--- src/rtl/id_ex_pkg.sv ---
// ============================================================================
//  Module : id_ex_pkg
//  Brief  : Shared types, bubble defaults and helpers for the ID/EX register
//  Rev    : 1.0  initial release
// ============================================================================
`default_nettype none

`ifndef ID_EX_SHARED_DEFINES
`define ID_EX_SHARED_DEFINES
`define INST_NOP  32'h00000013
`define ZERO_WORD 32'h0
`endif

package id_ex_pkg;

  // Decoded bundle carried from decode to execute
  typedef struct packed {
    logic [31:0] inst;
    logic [31:0] inst_addr;
    logic [31:0] op1;
    logic [31:0] op2;
    logic [4:0]  rd_addr;
    logic        reg_wen;
  } bundle_t;

  // Bundle presented when nothing valid is held; reg_wen is always 0
  function automatic bundle_t bubble_bundle(input logic [31:0] nop_inst,
                                            input logic [31:0] bubble_addr);
    bundle_t b;
    b.inst      = nop_inst;
    b.inst_addr = bubble_addr;
    b.op1       = 32'h0;
    b.op2       = 32'h0;
    b.rd_addr   = 5'h0;
    b.reg_wen   = 1'b0;
    return b;
  endfunction

endpackage

`default_nettype wire

--- src/rtl/id_ex_pipe_entry.sv ---
// ============================================================================
//  Module : pipe_entry
//  Brief  : One pipeline slot (valid bit + payload). Any invalidation writes
//           the bubble payload, so the outputs are always safe to consume.
//  Rev    : 1.0  initial release
// ============================================================================
`default_nettype none

module pipe_entry
  import id_ex_pkg::*;
#(
  parameter logic [31:0] NOP_INST    = `INST_NOP,
  parameter logic [31:0] BUBBLE_ADDR = `ZERO_WORD
) (
  input  logic    clk,
  input  logic    rst_n,
  input  logic    load,
  input  logic    clear,
  input  bundle_t d,
  output logic    valid,
  output bundle_t q
);

  // Slot register: reset/clear install a bubble, load captures a bundle
  always_ff @(posedge clk or negedge rst_n) begin
    if (!rst_n) begin
      valid <= 1'b0;
      q     <= bubble_bundle(NOP_INST, BUBBLE_ADDR);
    end else if (clear) begin
      valid <= 1'b0;
      q     <= bubble_bundle(NOP_INST, BUBBLE_ADDR);
    end else if (load) begin
      valid <= 1'b1;
      q     <= d;
    end
  end

endmodule

`default_nettype wire

--- src/rtl/id_ex.sv ---
// ============================================================================
//  Module : id_ex
//  Brief  : ID/EX pipeline register with 2-entry skid buffer, flush and
//           bubble-cycle counter. ready_o comes straight from a flop.
//  Rev    : 1.0  initial release
// ============================================================================
`default_nettype none

module id_ex
  import id_ex_pkg::*;
#(
  parameter logic [31:0] NOP_INST    = `INST_NOP,
  parameter logic [31:0] BUBBLE_ADDR = `ZERO_WORD
) (
  input  logic        clk,
  input  logic        rst_n,
  input  logic        valid_i,
  output logic        ready_o,
  input  logic [31:0] inst_i,
  input  logic [31:0] inst_addr_i,
  input  logic [31:0] op1_i,
  input  logic [31:0] op2_i,
  input  logic [4:0]  rd_addr_i,
  input  logic        reg_wen_i,
  input  logic        flush_i,
  output logic        valid_o,
  input  logic        ready_i,
  output logic [31:0] inst_o,
  output logic [31:0] inst_addr_o,
  output logic [31:0] op1_o,
  output logic [31:0] op2_o,
  output logic [4:0]  rd_addr_o,
  output logic        reg_wen_o,
  output logic [31:0] bubble_cnt_o
);

  bundle_t     in_bundle;
  bundle_t     m_q;
  bundle_t     s_q;
  bundle_t     m_d;
  logic        m_valid;
  logic        s_valid;
  logic        m_load;
  logic        m_clear;
  logic        s_load;
  logic        s_clear;
  logic        in_xfer;
  logic        m_free;
  logic [31:0] bubble_cnt;

  assign in_bundle = '{inst: inst_i, inst_addr: inst_addr_i, op1: op1_i,
                       op2: op2_i, rd_addr: rd_addr_i, reg_wen: reg_wen_i};

  // Skid slot occupancy alone decides ready, so there is no path from ready_i
  assign ready_o = !s_valid;
  assign in_xfer = valid_i & ready_o;
  assign m_free  = !m_valid | ready_i;

  // Steering: flush first, then refill M from S, then from input, else skid
  always_comb begin
    m_load  = 1'b0;
    m_clear = 1'b0;
    s_load  = 1'b0;
    s_clear = 1'b0;
    m_d     = in_bundle;
    if (flush_i) begin
      m_clear = 1'b1;
      s_clear = 1'b1;
    end else if (m_free) begin
      if (s_valid) begin
        m_load  = 1'b1;
        m_d     = s_q;
        s_clear = 1'b1;
      end else if (in_xfer) begin
        m_load  = 1'b1;
      end else begin
        m_clear = 1'b1;
      end
    end else if (in_xfer) begin
      s_load = 1'b1;
    end
  end

  pipe_entry #(.NOP_INST(NOP_INST), .BUBBLE_ADDR(BUBBLE_ADDR)) u_main (
    .clk   (clk),
    .rst_n (rst_n),
    .load  (m_load),
    .clear (m_clear),
    .d     (m_d),
    .valid (m_valid),
    .q     (m_q)
  );

  pipe_entry #(.NOP_INST(NOP_INST), .BUBBLE_ADDR(BUBBLE_ADDR)) u_skid (
    .clk   (clk),
    .rst_n (rst_n),
    .load  (s_load),
    .clear (s_clear),
    .d     (in_bundle),
    .valid (s_valid),
    .q     (s_q)
  );

  // Count edges on which execute was shown a bubble; flush leaves it alone
  always_ff @(posedge clk or negedge rst_n) begin
    if (!rst_n) begin
      bubble_cnt <= 32'h0;
    end else if (!m_valid) begin
      bubble_cnt <= bubble_cnt + 32'h1;
    end
  end

  assign valid_o      = m_valid;
  assign inst_o       = m_q.inst;
  assign inst_addr_o  = m_q.inst_addr;
  assign op1_o        = m_q.op1;
  assign op2_o        = m_q.op2;
  assign rd_addr_o    = m_q.rd_addr;
  assign reg_wen_o    = m_q.reg_wen;
  assign bubble_cnt_o = bubble_cnt;

endmodule

`default_nettype wire
--- config.mk ---
export PLATFORM = sky130hd
export DESIGN_NAME = id_ex
export DESIGN_NICKNAME = d
export VERILOG_FILES = /design/src/rtl/id_ex_pkg.sv /design/src/rtl/id_ex_pipe_entry.sv /design/src/rtl/id_ex.sv
export SDC_FILE = /design/constraint.sdc
export NUM_CORES = 1
export LEC_CHECK = 0
export BUFFER_PORTS_ARGS = -buffer_cell sky130_fd_sc_hd__buf_2
export CELL_PAD_IN_SITES_DETAIL_PLACEMENT = 1
export CELL_PAD_IN_SITES_GLOBAL_PLACEMENT = 2
export CORE_ASPECT_RATIO = 0.5
export CORE_UTILIZATION = 34
export DETAILED_ROUTE_END_ITERATION = 6
export HOLD_SLACK_MARGIN = 0.02
export PLACE_DENSITY = 0.78
export SLEW_MARGIN = 20
export SYNTH_ARGS = -nofsm -noshare
export SYNTH_HDL_FRONTEND = slang
export SYNTH_SLANG_ARGS = --single-unit
--- constraint.sdc ---
create_clock -name clk -period 2.15 [get_ports clk]
set_input_delay 0.43 -clock clk [delete_from_list [all_inputs] [get_ports clk]]
set_output_delay 0.43 -clock clk [all_outputs]
set_load 0.02 [all_outputs]
==> metrics.txt <==
Vert. Die Dim=around 140 um; TritonCTS clock tree=done; GP Congestion=0.784; Layout Utilization=44.4%; initial antenna violation count=5; Critical Path AT=2.41 ns; crit start category=flop; worst rel slew slack=47.2%; layout net count=1,450; Max-Cap Viols=0; area grow syn2layout=26.3%; FP Rows=between 40 and 50; initial DRC count=between 400 and 500; CP required=2.63 ns; # DRC=0; CP top delay family=simple AND/OR/NAND/NOR gates; core area=35,100 um2; Post-Syn Area=roughly 12,000 um2; worst setup path startpoint=u_main.valid; largest net degree at the start of global routing=99; vias in the first global route=10,000; Die X=271 um; Avg WL per Cell=between 20 and 25 um; Async S/R FF share, synth=100%; CP cell instances=nand4b_1 -> or4_1 -> nor4_1 -> xor2_1; endpoints failing hold=0; DP HPWL=25,000 um; Slowest-stage cell, CP=or4_1; Seq/Total Area, Yosys=roughly 61%; CP peak stage delay=0.61 ns; clock root cell=clkbuf_16; initial core utilization=between 30% and 40%; num ports=307; worst-case clock buffer depth=3; Buf/Inv on CP=0; crit path capture type=flop; setup TNS=0 ns; FILL cells=3,832; Final setup viols=0; area occupied by multi-input gates=4380 um2; status=complete, no violations; Tmin final=1.93 ns; crit path kind=reg -> reg; Synth cell types=33; Cell Pwr Density=846 nW/um2; Ys Warns=0; drt total wl=37,700 um; hold path startpoint=reg_wen_i; clock skew=around 0.013 ns; Syn Inst Count=1,017; number of synthesized flops with an enable pin=0; GRT overflow=0; GRT Total Usage=19.8%; Mapped Avg Cell Area=12.1 um2; RSZ-0062 raised after global routing=no; detailed-route vias per instance=5.13; VDD IR-drop max=0.470 mV; Slew Viols, Final=0; post-route ant nets=0; Clk Latency, worst-skew pair=0.55 ns; Register Area=7570 um2; Synth Flop Type=dfrtp_1; port bufs=slightly above 300; TritonCTS Buffers=29; worst slew pin tran=0.792 ns; global-route wire length before repair=58,200 um; H-tree levels=1; die area=37,100 um2; Pleak=~7.5 nW; share of post-route cells with drive strength above 1=29.9%; Net Count, Synth=1,157; TritonRoute pass-1 iters=4; fmax=518 MHz; Reg clk slew, reported paths=~0.07 ns; FF+latch count, synth=302; routed vias=9,307; HP Class=in -> reg; worst r2r src=u_main.valid; crit-path max FO=8; fin crit share=around nine tenths; clk sinks=302
==> flip-flops by register name (all words and copies together) (netlist names) <==
register / cells
bubble_cnt_o: 32
u_main.valid: 1
u_skid.q: 134
u_main.q: 134
u_skid.valid: 1
==> cell families (layout without fill, tap and decap cells) <==
family	after synthesis	count (layout)	share of synthesized area (%)
buffers and inverters	83	398	3.32
AO/OA/AOI/OAI	269	269	15.1
XOR/XNOR	31	31	2.20
flip-flops	302	302	61.4
multiplexers	135	135	11.0
AND/OR/NAND/NOR	196	196	6.91
adder cells (fa/ha/maj)	1	1	0.101
other	0	8	0
==> synthesized netlist by cell type, drive strengths merged (7+ instances only) <==
master  count  area [um2]
dfrtp     296        7410
buf        36         233
mux2i     131        1310
clkbuf     41         154
nand2     139         522
a22o      131        1150
nand4       7        43.8
nor3        9        45.0
o21ai     132         661
xor2       14         123
xnor2      17         149
nand3       9        45.0
nor2       11        41.3
==> layout make-up <==
class | instances | area share, %
antenna | 8 | 0.129
clock buffer | 41 | 5.21
clock inverter | 12 | 1.38
inverter | 6 | 0.145
multi-input combinational | 632 | 28.1
sequential | 302 | 48.6
tap | 475 | 3.82
timing repair buffer | 339 | 12.6
==> power breakdown <==
| part | switching, W | internal [W] |
|---|---|---|
| Clock | 0.00224 | 0.00334 |
| Combinational | 0.000911 | 0.000525 |
| Sequential | 0.000200 | 0.00594 |
==> cell usage in the layout (no fill, tap or decap), types with 10 or more instances in the layout <==
cell type	synthesis	final
buf_4	1	18
buf_2	21	305
xor2_1	14	14
buf_12	0	12
a22o_1	131	131
nor2_1	11	10
dfrtp_1	296	295
xnor2_1	17	17
clkbuf_16	0	30
mux2i_1	131	131
nand2_1	139	139
o21ai_0	132	132
==> routing by layer <==
metal  vias up  global-route usage, %  share of wire, %
met5         -                      0                 0
met2       146                   36.3                53
met3        67                   2.75               2.4
met4         0                   6.93               3.3
li1       4213                      -                 -
met1      4881                   23.9                41
==> metrics by stage <==
stage	power [W]	std cells	worst slack (ns)	hold slack [ns]	instance area, um2
2_1_floorplan	0.00694	1017	0.256	0.134	12300
3_3_place_gp	0.00764	1750	0.214	0.458	14500
3_5_place_dp	0.00771	1750	0.0878	0.461	14500
4_1_cts	0.0134	1804	0.118	0.0838	15500
5_1_grt	0.0137	1812	0.101	0.0894	15600
6_report	0.0132	1815	0.220	0.116	15600
==> repair_timing <==
item                                   CTS  global route
setup endpoints to repair                0             3
gates resized for setup                  0             1
hold buffers                             1             0
endpoints found under the hold margin   57             0
setup buffers                            0             2
==> path summary, 6_finish.rpt <==
check	cells past startpoint	to	slack [ns]
worst max-delay path	4	bubble_cnt_o[31]	0.22
worst min-delay path	2	u_skid.q[0]	0.12
worst max register to register	4	bubble_cnt_o[31]	0.22
worst min register to register	1	bubble_cnt_o[31]	0.47
max in group asynchronous	3	bubble_cnt_o[20]	0.99
min in group asynchronous	2	u_main.q[21]	0.46
Note: power is estimated with default switching activity, not from simulation.
